`config.mk`:
```
export PLATFORM = sky130hd
export DESIGN_NAME = decode_stage_flat
export DESIGN_NICKNAME = d
export VERILOG_FILES = /design/src/rtl/decode_pkg.sv /design/src/rtl/decode_stage_if.sv /design/src/rtl/decode_comb.sv /design/src/rtl/decode_stage.sv /design/src/flat_wrapper.sv
export SDC_FILE = /design/constraint.sdc
export NUM_CORES = 1
export LEC_CHECK = 0
export CAP_MARGIN = 20
export CELL_PAD_IN_SITES_DETAIL_PLACEMENT = 0
export CELL_PAD_IN_SITES_GLOBAL_PLACEMENT = 1
export CORE_ASPECT_RATIO = 1.1
export CORE_MARGIN = 1
export CORE_UTILIZATION = 30
export DETAILED_ROUTE_END_ITERATION = 10
export PLACE_DENSITY_LB_ADDON = 0.1
export SYNTH_ARGS = -nofsm -noshare
export SYNTH_HDL_FRONTEND = slang
export SYNTH_SLANG_ARGS = --single-unit
export TNS_END_PERCENT = 50
```
`constraint.sdc`:
```
create_clock -name clk -period 4.15 [get_ports clk]
set_input_delay 0.415 -clock clk [delete_from_list [all_inputs] [get_ports clk]]
set_output_delay 0.415 -clock clk [all_outputs]
set_load 0.01 [all_outputs]
```
`src/rtl/decode_pkg.sv`:
```
// Shared types for the instruction decode stage: opcode encoding, class codes,
// the fixed-width part of a decoded instruction and the squash FSM states.
package decode_pkg;

    typedef enum logic [4:0] {
        OP_MOVF   = 5'd0,
        OP_MOVWF  = 5'd1,
        OP_ADDWF  = 5'd2,
        OP_SUBWF  = 5'd3,
        OP_ANDWF  = 5'd4,
        OP_INCF   = 5'd5,
        OP_DECF   = 5'd6,
        OP_XORWF  = 5'd7,
        OP_NOP    = 5'd8,
        OP_CLRF   = 5'd9,
        OP_IORWF  = 5'd10,
        OP_SWAPF  = 5'd11,
        OP_COMF   = 5'd12,
        OP_DECFSZ = 5'd13,
        OP_INCFSZ = 5'd14,
        OP_RLF    = 5'd15,
        OP_RRF    = 5'd16,
        OP_BCF    = 5'd17,
        OP_BSF    = 5'd18,
        OP_BTFSC  = 5'd19,
        OP_BTFSS  = 5'd20,
        OP_MOVLW  = 5'd21,
        OP_ADDLW  = 5'd22,
        OP_ANDLW  = 5'd23,
        OP_IORLW  = 5'd24,
        OP_XORLW  = 5'd25,
        OP_SUBLW  = 5'd26,
        OP_RETLW  = 5'd27,
        OP_GOTO   = 5'd28,
        OP_CALL   = 5'd29
    } op_e;

    localparam logic [1:0] CLS_BYTE = 2'b00;
    localparam logic [1:0] CLS_BIT  = 2'b01;
    localparam logic [1:0] CLS_CTRL = 2'b10;
    localparam logic [1:0] CLS_LIT  = 2'b11;

    // f, lit and target scale with INST_W, so they travel beside this struct
    typedef struct packed {
        op_e        op;
        logic       d;
        logic [2:0] bit_idx;
        logic       illegal;
    } dec_t;

    localparam dec_t DEC_RESET = '{op: OP_NOP, d: 1'b0, bit_idx: 3'd0, illegal: 1'b0};

    typedef enum logic {
        ST_RUN,
        ST_SQUASH
    } state_e;

    function automatic logic is_branch(input op_e op);
        return (op == OP_GOTO) || (op == OP_CALL) || (op == OP_RETLW);
    endfunction

endpackage

```
`src/rtl/decode_stage_if.sv`:
```
// Handshake bundle around the decode stage: instruction stream in,
// decoded-field stream out. The stage uses slave, its neighbours master.
interface decode_stage_if #(
    parameter int unsigned INST_W = 8,
    parameter int unsigned OP_W   = 5
);
    logic              in_valid;
    logic              in_ready;
    logic [INST_W-1:0] in_inst;
    logic              out_valid;
    logic              out_ready;
    logic [OP_W-1:0]   out_op;
    logic              out_d;
    logic [INST_W-8:0] out_f;
    logic [2:0]        out_bit;
    logic [INST_W-7:0] out_lit;
    logic [INST_W-4:0] out_target;
    logic              out_illegal;

    modport slave (
        input  in_valid, in_inst, out_ready,
        output in_ready, out_valid, out_op, out_d, out_f, out_bit,
               out_lit, out_target, out_illegal
    );

    modport master (
        output in_valid, in_inst, out_ready,
        input  in_ready, out_valid, out_op, out_d, out_f, out_bit,
               out_lit, out_target, out_illegal
    );
endinterface

```
`src/rtl/decode_comb.sv`:
```
// Pure combinational field extractor and opcode decoder for all four
// instruction classes; fields not used by the class are driven to zero.
module decode_comb
    import decode_pkg::*;
#(
    parameter int unsigned INST_W = 8
) (
    input  logic [INST_W-1:0] i_inst,
    output dec_t              o_dec,
    output logic [INST_W-8:0] o_f,
    output logic [INST_W-7:0] o_lit,
    output logic [INST_W-4:0] o_target
);
    localparam int unsigned F_W = INST_W - 7;

    logic [1:0]        w_cls;
    logic [3:0]        w_code4;
    logic [1:0]        w_sub2;
    logic [2:0]        w_bit3;
    logic              w_d;
    logic              w_sel;
    logic [F_W-1:0]    w_f;
    logic [INST_W-7:0] w_lit;
    logic [INST_W-4:0] w_tgt;

    assign w_cls   = i_inst[INST_W-1 -: 2];
    assign w_code4 = i_inst[INST_W-3 -: 4];
    assign w_sub2  = i_inst[INST_W-3 -: 2];
    assign w_bit3  = i_inst[INST_W-5 -: 3];
    assign w_d     = i_inst[INST_W-7];
    assign w_sel   = i_inst[INST_W-3];
    assign w_f     = i_inst[F_W-1:0];
    assign w_lit   = i_inst[INST_W-7:0];
    assign w_tgt   = i_inst[INST_W-4:0];

    always_comb begin
        o_dec    = DEC_RESET;
        o_f      = '0;
        o_lit    = '0;
        o_target = '0;
        case (w_cls)
            CLS_BYTE: begin
                o_dec.d = w_d;
                o_f     = w_f;
                case (w_code4)
                    4'h0: o_dec.op = w_d ? OP_MOVWF : OP_NOP;
                    4'h1: o_dec.op = OP_CLRF;
                    4'h2: o_dec.op = OP_SUBWF;
                    4'h3: o_dec.op = OP_DECF;
                    4'h4: o_dec.op = OP_IORWF;
                    4'h5: o_dec.op = OP_ANDWF;
                    4'h6: o_dec.op = OP_XORWF;
                    4'h7: o_dec.op = OP_ADDWF;
                    4'h8: o_dec.op = OP_MOVF;
                    4'h9: o_dec.op = OP_COMF;
                    4'hA: o_dec.op = OP_INCF;
                    4'hB: o_dec.op = OP_DECFSZ;
                    4'hC: o_dec.op = OP_RRF;
                    4'hD: o_dec.op = OP_RLF;
                    4'hE: o_dec.op = OP_SWAPF;
                    default: o_dec.op = OP_INCFSZ;
                endcase
            end
            CLS_BIT: begin
                o_dec.bit_idx = w_bit3;
                o_f           = w_f;
                case (w_sub2)
                    2'b00:   o_dec.op = OP_BCF;
                    2'b01:   o_dec.op = OP_BSF;
                    2'b10:   o_dec.op = OP_BTFSC;
                    default: o_dec.op = OP_BTFSS;
                endcase
            end
            CLS_CTRL: begin
                o_dec.op = w_sel ? OP_GOTO : OP_CALL;
                o_target = w_tgt;
            end
            default: begin
                o_lit = w_lit;
                case (w_code4)
                    4'h0: o_dec.op = OP_MOVLW;
                    4'h1: o_dec.op = OP_RETLW;
                    4'h2: o_dec.op = OP_ADDLW;
                    4'h3: o_dec.op = OP_SUBLW;
                    4'h4: o_dec.op = OP_ANDLW;
                    4'h5: o_dec.op = OP_IORLW;
                    4'h6: o_dec.op = OP_XORLW;
                    default: begin
                        o_dec.op      = OP_NOP;
                        o_dec.illegal = 1'b1;
                        o_lit         = '0;
                    end
                endcase
            end
        endcase
    end
endmodule

```
`src/rtl/decode_stage.sv`:
```
// Registered, handshaked decode stage: one-deep output register plus a squash
// FSM that discards wrong-path instructions after branches and taken skips.
module decode_stage
    import decode_pkg::*;
#(
    parameter int unsigned INST_W    = 8,
    parameter int unsigned OP_W      = 5,
    parameter int unsigned BR_SQUASH = 1
) (
    input  logic           clk,
    input  logic           rst,
    input  logic           skip_i,
    decode_stage_if.slave  bus
);
    localparam logic [2:0] SQ_LOAD = 3'(BR_SQUASH);

    dec_t              w_dec;
    logic [INST_W-8:0] w_f;
    logic [INST_W-7:0] w_lit;
    logic [INST_W-4:0] w_target;

    logic   w_in_ready;
    logic   w_accept;
    logic   w_load;
    logic   w_branch;

    state_e     r_state;
    state_e     w_state_nxt;
    logic [1:0] r_cnt;
    logic [1:0] w_cnt_nxt;
    logic [2:0] w_cnt_base;
    logic [2:0] w_cnt_sum;

    logic              r_valid;
    dec_t              r_dec;
    logic [INST_W-8:0] r_f;
    logic [INST_W-7:0] r_lit;
    logic [INST_W-4:0] r_target;

    decode_comb #(.INST_W(INST_W)) u_decode_comb (
        .i_inst   (bus.in_inst),
        .o_dec    (w_dec),
        .o_f      (w_f),
        .o_lit    (w_lit),
        .o_target (w_target)
    );

    always_ff @(posedge clk or posedge rst) begin
        if (rst) begin
            r_state <= ST_RUN;
            r_cnt   <= '0;
        end else begin
            r_state <= w_state_nxt;
            r_cnt   <= w_cnt_nxt;
        end
    end

    // Discard and skip fold into one signed step so coincident events cancel
    always_comb begin
        w_cnt_base = '0;
        case (r_state)
            ST_RUN:  w_cnt_base = (w_accept && w_branch) ? SQ_LOAD : 3'd0;
            default: w_cnt_base = {1'b0, r_cnt} - {2'b00, w_accept};
        endcase
        w_cnt_sum   = w_cnt_base + {2'b00, skip_i};
        w_cnt_nxt   = (w_cnt_sum > 3'd3) ? 2'd3 : w_cnt_sum[1:0];
        w_state_nxt = (w_cnt_nxt != 2'd0) ? ST_SQUASH : ST_RUN;
    end

    always_comb begin
        w_in_ready = !r_valid || bus.out_ready;
        w_accept   = bus.in_valid && w_in_ready;
        w_load     = w_accept && (r_state == ST_RUN);
        w_branch   = is_branch(w_dec.op);
    end

    always_ff @(posedge clk or posedge rst) begin
        if (rst) begin
            r_valid  <= 1'b0;
            r_dec    <= DEC_RESET;
            r_f      <= '0;
            r_lit    <= '0;
            r_target <= '0;
        end else if (w_in_ready) begin
            r_valid <= w_load;
            if (w_load) begin
                r_dec    <= w_dec;
                r_f      <= w_f;
                r_lit    <= w_lit;
                r_target <= w_target;
            end
        end
    end

    assign bus.in_ready    = w_in_ready;
    assign bus.out_valid   = r_valid;
    assign bus.out_op      = OP_W'(r_dec.op);
    assign bus.out_d       = r_dec.d;
    assign bus.out_f       = r_f;
    assign bus.out_bit     = r_dec.bit_idx;
    assign bus.out_lit     = r_lit;
    assign bus.out_target  = r_target;
    assign bus.out_illegal = r_dec.illegal;
endmodule

```
`src/flat_wrapper.sv`:
```
// flat-port wrapper written by rule: the top's interface ports become plain ports
module decode_stage_flat import decode_pkg::*;
#(
    parameter int unsigned INST_W    = 8,
    parameter int unsigned OP_W      = 5,
    parameter int unsigned BR_SQUASH = 1
)
  (clk, rst, skip_i, bus_in_valid, bus_in_inst, bus_out_ready, bus_in_ready, bus_out_valid, bus_out_op, bus_out_d, bus_out_f, bus_out_bit, bus_out_lit, bus_out_target, bus_out_illegal);
  decode_stage_if #(.INST_W(INST_W), .OP_W(OP_W)) bus_i ();
  input  logic clk;
  input  logic rst;
  input  logic skip_i;
  input wire logic [$bits(bus_i.in_valid)-1:0] bus_in_valid;
  input wire logic [$bits(bus_i.in_inst)-1:0] bus_in_inst;
  input wire logic [$bits(bus_i.out_ready)-1:0] bus_out_ready;
  output wire logic [$bits(bus_i.in_ready)-1:0] bus_in_ready;
  output wire logic [$bits(bus_i.out_valid)-1:0] bus_out_valid;
  output wire logic [$bits(bus_i.out_op)-1:0] bus_out_op;
  output wire logic [$bits(bus_i.out_d)-1:0] bus_out_d;
  output wire logic [$bits(bus_i.out_f)-1:0] bus_out_f;
  output wire logic [$bits(bus_i.out_bit)-1:0] bus_out_bit;
  output wire logic [$bits(bus_i.out_lit)-1:0] bus_out_lit;
  output wire logic [$bits(bus_i.out_target)-1:0] bus_out_target;
  output wire logic [$bits(bus_i.out_illegal)-1:0] bus_out_illegal;
  assign bus_i.in_valid = bus_in_valid;
  assign bus_i.in_inst = bus_in_inst;
  assign bus_i.out_ready = bus_out_ready;
  assign bus_in_ready = bus_i.in_ready;
  assign bus_out_valid = bus_i.out_valid;
  assign bus_out_op = bus_i.out_op;
  assign bus_out_d = bus_i.out_d;
  assign bus_out_f = bus_i.out_f;
  assign bus_out_bit = bus_i.out_bit;
  assign bus_out_lit = bus_i.out_lit;
  assign bus_out_target = bus_i.out_target;
  assign bus_out_illegal = bus_i.out_illegal;
  decode_stage #(.INST_W(INST_W), .OP_W(OP_W), .BR_SQUASH(BR_SQUASH)) u_core (.clk(clk), .rst(rst), .skip_i(skip_i), .bus(bus_i));
endmodule
```
## After elaboration in Yosys (flattened, before gate mapping)

Cells that the tools add are included.
W data, S select, Z words.

| cells by class | value |
|---|---|
| add/sub/neg operators | 2 |
| multiply operators | 0 |
| divide/modulo/power cells | 0 |
| magnitude comparators | 1 |
| equality and inequality tests | 21 |
| shift operators | 0 |
| multiplexer cells | 18 |
| bitwise gates (word level) | 1 |
| reduce and logical (&&, ||, !) cells | 15 |

Operators by type and width:

| operator | count |
|---|---|
| $pmux W5 S15 | 1 |
| $pmux W5 S7 | 1 |
| $eq A4 B4 Y1 const B | 7 |
| $eq A4 B3 Y1 const B | 4 |
| $eq A5 B5 Y1 const B | 3 |
| $pmux W5 S3 | 1 |
| $pmux W3 S3 | 1 |
| $eq A4 B2 Y1 const B | 2 |
| $mux W1 | 7 |
| $reduce_or A7 Y1 | 1 |
| $mux W2 | 3 |
| $mux W3 | 2 |
| $mux W5 | 1 |
| $eq A2 B1 Y1 const B | 2 |
| $eq A2 B2 Y1 const B | 2 |
| $eq A4 B1 Y1 const B | 1 |
| $logic_not A2 Y1 | 2 |
| $logic_not A4 Y1 | 1 |
| $mux W4 | 1 |
| $add A3 B1 Y3 | 1 |
| $gt A3 B2 Y1 const B | 1 |
| $logic_and A1 B1 Y1 | 3 |
| $logic_or A1 B1 Y1 | 3 |
| $reduce_or A3 Y1 | 1 |
| 6 further kinds | 6 |

| word-level totals | value |
|---|---|
| flip-flop bits (word level) | 22 |
| bits in latches | 0 |
| bits in writable memories | 0 |
| bits in read-only memories | 0 |
| input port bits | 13 |
| memories kept | 0 |

## Logic depth before layout (Yosys ltp)

| depth | value |
|---|---|
| depth in word-level cells | 14 |
| mapped depth | 14 |
| mapped depth without buffers | 13 |

## By module

Synthesis repeated with hierarchy kept, for this count alone.

| second synthesis, totals | value |
|---|---|
| cell total of the unflattened synthesis | 162 |
| area total of the unflattened synthesis | 1,677.9 µm² |

Modules (own cells, without submodules):

| module | times used | cells an instance | area an instance (µm²) |
|---|---|---|---|
| decode_stage | 1 | 64 | 1,004.7 |
| decode_comb | 1 | 98 | 673.1 |

## Worst setup path before layout

OpenSTA, ideal clock, no wires.

| path | value |
|---|---|
| path kind | input-to-reg |
| from | in bus_in_inst[5] |
| to | reg u_core.r_state |
| library setup time | 127 ps |
| arrival | 2,611 ps |
| required time | 4,023 ps |
| setup slack | 1,412 ps |
| cell stages on the path | 13 |
| path through | inv_1 > ha_1 > buf_6 > or4_4 > o211a_1 > o21a_1 > nand3_1 > a21oi_2 > ha_1 > ha_1 > xor2_1 > nand2b_1 > or2_2 |

| between the ends | value |
|---|---|
| longest elaborated chain between the ends | 14 |

Ends and longest elaborated chain:

| what | RTL line | source |
|---|---|---|
| from (decl) | flat_wrapper.sv:14 | `input wire logic [$bits(bus_i.in_inst)-1:0] bus_in_inst;` |
| $eq A4 B4 Y1, or another cell as far along | decode_comb.sv:45 | `case (w_code4)` |
| $pmux W5 S15, or another cell as far along | decode_comb.sv:45 |  |
| $pmux W5 S3 (*) | decode_comb.sv:41 | `case (w_cls)` |
| $eq A5 B5 Y1 | decode_pkg.sv:59 | `return (op == OP_GOTO) \|\| (op == OP_CALL) \|\| (op == OP_RETLW);` |
| $logic_or A1 B1 Y1 | decode_pkg.sv:59 |  |
| $logic_or A1 B1 Y1 (*) | decode_pkg.sv:59 |  |
| $logic_and A1 B1 Y1 (*) | decode_stage.sv:62 | `ST_RUN: w_cnt_base = (w_accept && w_branch) ? SQ_LOAD : 3'd0;` |
| $mux W1 (*) | decode_stage.sv:62 |  |
| $mux W3 (*) | decode_stage.sv:61 | `case (r_state)` |
| $add A3 B1 Y3 (*) | decode_stage.sv:65 | `w_cnt_sum = w_cnt_base + {2'b00, skip_i};` |
| $gt A3 B2 Y1 | decode_stage.sv:66 | `w_cnt_nxt = (w_cnt_sum > 3'd3) ? 2'd3 : w_cnt_sum[1:0];` |
| $mux W2 (*) | decode_stage.sv:66 |  |
| named net u_core.w_cnt_nxt[0] | decode_stage.sv:30 | `logic [1:0] w_cnt_nxt;` |
| $reduce_bool A2 Y1 (*) | decode_stage.sv:67 | `w_state_nxt = (w_cnt_nxt != 2'd0) ? ST_SQUASH : ST_RUN;` |
| $mux W1 (*) | decode_stage.sv:67 |  |
| named net u_core.w_state_nxt | decode_stage.sv:28 | `state_e w_state_nxt;` |
| to (signal assigned) | decode_stage.sv:53 | `r_state <= w_state_nxt;` |
| to (decl) | decode_stage.sv:27 | `state_e r_state;` |

Mark *: on every way through the listed nets, which the timed path passes. The rest lies on a longest branch.
A chain may end at the register's enable or synchronous reset.

## Final worst setup path

| path | value |
|---|---|
| from | in bus_in_inst[4] |
| to | reg u_core.r_state |

Same word-level chain as after synthesis.

==> metrics.md <==
| Metric | Value |
|---|---|
| Iter 0 DRT Violations | 64 |
| Total of max-cap violations | 0 |
| Hpwl dp | 2.71 mm |
| Avg Inst Size Synth | 8.56 um2 |
| Synth Flop Type | dfrtp_1 |
| TritonCTS clock tree | yes |
| Mapped Cells | 175 |
| Cell Area, Synth | 1500 um2 |
| Final Slew Violations | 0 |
| Area share of the largest cell type after synthesis | 35.1% |
| Synth area leader | dfrtp_1 |
| Met2 WL post-DR | 1.66 mm |
| RSZ-0062 raised after global routing | no |
| Initial Util | 31.8% |
| Warning count from the yosys run | 0 |
| Post-synthesis mux area share | 1.42% |
| Synth-to-layout area growth | 25.3% |
| Startpoint Class | primary input |
| Worst-skew pair later-pin latency | 250 ps |
| Fin. Hold Viols | 0 |
| Worst IR Drop VDD | 0.152 mV |
| Total setup buffers inserted after CTS | 0 |
| R2R depth | 11 |
| Port bufs | 32 |
| Outcome | completed |
| Vias in the first global route | 1197 |
| Post-synth ARST share | 100% |
| Cts bufs inserted | 3 |
| Sequential-to-total area share from yosys stat | 36.8% |
| Worst setup path class | primary input to flop |
| Tmin final | 3260 ps |
| CTS sink cnt | 22 |
| Synth Area in Simple Gates | 22.0% |
| Max FO, Critical Path | 14 |
| Drt first pass iters | 4 |
| Ranking of synthesized cells by area | dfrtp_1 (35%), ha_1 (11%), nand2_1 (11%), o21ai_0 (6.3%), buf_6 (3.8%) |
| Crit. Startpoint | bus_in_inst[4] |
| Via count | 1293 |
| Crit end category | flop |
| Design area | 1880 um2 |
| DR top layer | met4 |
| Synth Net Count | 201 |
| Synthesized flop and latch total | 22 |
| Die span in x | 69.4 um |
| Max Clk Rate | 0.307 GHz |
| XOR/XNOR Fraction of Synth Area | 0.585% |
| Total GRT Usage | 14.1% |
| Power Dens Cells | 483 nW/um2 |
| Adder-cell share of the synthesized area | 10.9% |
| Hold path endpoint | u_core.bus.out_d |
| Die area | 5280 um2 |
| WL/cell | 13.8 um |
| Compound-Gate Fraction of Synth Area | 19.6% |
| M1 WL | 1.75 mm |
| Number of hold buffers added after cts | 0 |
| WL met3 | 128 um |
| Setup TNS | 0 ps |
| R2r startpoint | u_core.bus.out_valid |
| Nets@finish | 229 |
| DP Area | 1820 um2 |
| Final setup violation count | 0 |
| Worst path required time | 4290 ps |
| Netlist cell types | 42 |
| DRC | 0 |
| Initial antenna violation count | 0 |
| Detailed Route WL | 3.57 mm |
| Share of layout cells above drive strength 1 | 6.93% |
| CTS root buf | clkbuf_8 |
| Most frequent cells in the layout | nand2_1 (42), clkdlybuf4s50_1 (32), dfrtp_1 (21) |
| Worst Tran Pin Value | 926 ps |
| DIE HEIGHT | 76.1 um |
| Hold slack | 468 ps |
| Largest net degree at the start of global routing | 29 |
| Fin Clk Skew | 0.871 ps |
| Core area | 4720 um2 |
| Global route overflow | 0 |
| Worst Hold Depth | 2 |
| EDFF count, synth | 0 |
| Most common cell after layout, fill and taps aside | nand2_1 |
| First-pass GRT wire length | 6.10 mm |
| RePlAce Congestion | 0.822 |
| WP data arrival | 3400 ps |
| HP Start | u_core.bus.out_d |
| Overall power | 0.907 mW |
| Buffer depth of the longest clock path | 2 |
| Largest family of logic cells by synthesized area | simple AND/OR/NAND/NOR gates |
| Rel. slew slack | 38.3% |
| R2R Path End | u_core.r_state |
| FF-to-FF setup slack | 1800 ps |
| Rows | 26 |
| Antenna diode count | 0 |
| Post-route ant nets | 0 |
| CTS clk-pin slew, worst paths | 80 ps |
| HP Class | flop to flop |
| Vias per cell | 5.01 |
| Static Leak | 0.857 nW |
| I/O pins | 33 |
| Htree depth | 1 |
| Fin crit share | 78.5% |
| Fin util | 39.8% |
| Post-CTS Resized | 0 |
[worst max path at each step]
stage	end	slack, ps	cells after the start
6_report	u_core.r_state	890	13
5_1_grt	u_core.r_state	630	13
4_1_cts	u_core.r_state	900	13
3_5_place_dp	u_core.r_state	630	13
3_3_place_gp	u_core.r_state	680	13
2_1_floorplan	u_core.r_state	1410	13
[synthesized netlist by cell type (2+ instances only)]
cell type	n
nand3_1	3
nor3b_1	2
a311oi_1	2
o21ai_0	19
dfrtp_1	21
buf_2	2
clkbuf_1	4
nor3_1	2
a21oi_2	2
inv_1	11
o21a_1	2
a21oi_1	4
nand2b_1	7
buf_6	5
nand2_1	42
ha_1	13
nor2b_1	4
nor2_1	4
o211ai_1	2
o211a_1	2
[cell type report]
| cell class | instances | area, um2 |
|---|---|---|
| multi-input combinational | 130 | 816 |
| sequential | 22 | 552 |
| clock buffer | 4 | 55.1 |
| tap | 56 | 70.1 |
| fill | 462 | 2840 |
| timing repair buffer | 35 | 343 |
| inverter | 11 | 41.3 |
[report_power, final]
| group | total (mW) | internal, mW | switching, mW |
|---|---|---|---|
| registers | 0.343 | 0.301 | 0.0421 |
| logic | 0.414 | 0.224 | 0.191 |
| clock network | 0.150 | 0.0843 | 0.0655 |
| total | 0.907 | 0.609 | 0.298 |
[metrics by stage]
stage,setup WS (ps),cells
floorplan,1410,175
global placement,681,254
detailed placement,631,254
CTS,899,258
global route,626,258
finish,893,258
[flip-flops by register name (all words and copies together), names as in the netlist]
signal,count
u_core.bus.out_f,1
u_core.bus.out_target,5
u_core.r_cnt,2
u_core.r_state,1
u_core.bus.out_d,1
u_core.bus.out_illegal,1
u_core.bus.out_valid,1
u_core.bus.out_lit,2
u_core.bus.out_op,5
u_core.bus.out_bit,3
[per-layer routing]
layer | up-vias | global-route usage, %
met4 | 0 | 3.67
met3 | 2 | 1.85
met2 | 33 | 22.4
li1 | 645 | -
met5 | - | 0
met1 | 613 | 20.0
[cell families after synthesis]
group | Yosys count
simple gates | 70
compound gates | 44
buf+inv | 23
flops | 22
fa+ha+maj | 13
mux | 2
xor+xnor | 1
[critical path: stages]
cell             delay, ps
clkdlybuf4s50_1        570
ha_1                   480
nand2b_1               170
a311oi_1               320
nor2_1                  70
a31oi_1                280
a21oi_1                140
a21oi_2                110
ha_1                   150
ha_1                   150
xor2_1                 180
nand2b_1                90
or2_2                  270
Note: power is estimated with default switching activity, not from simulation.
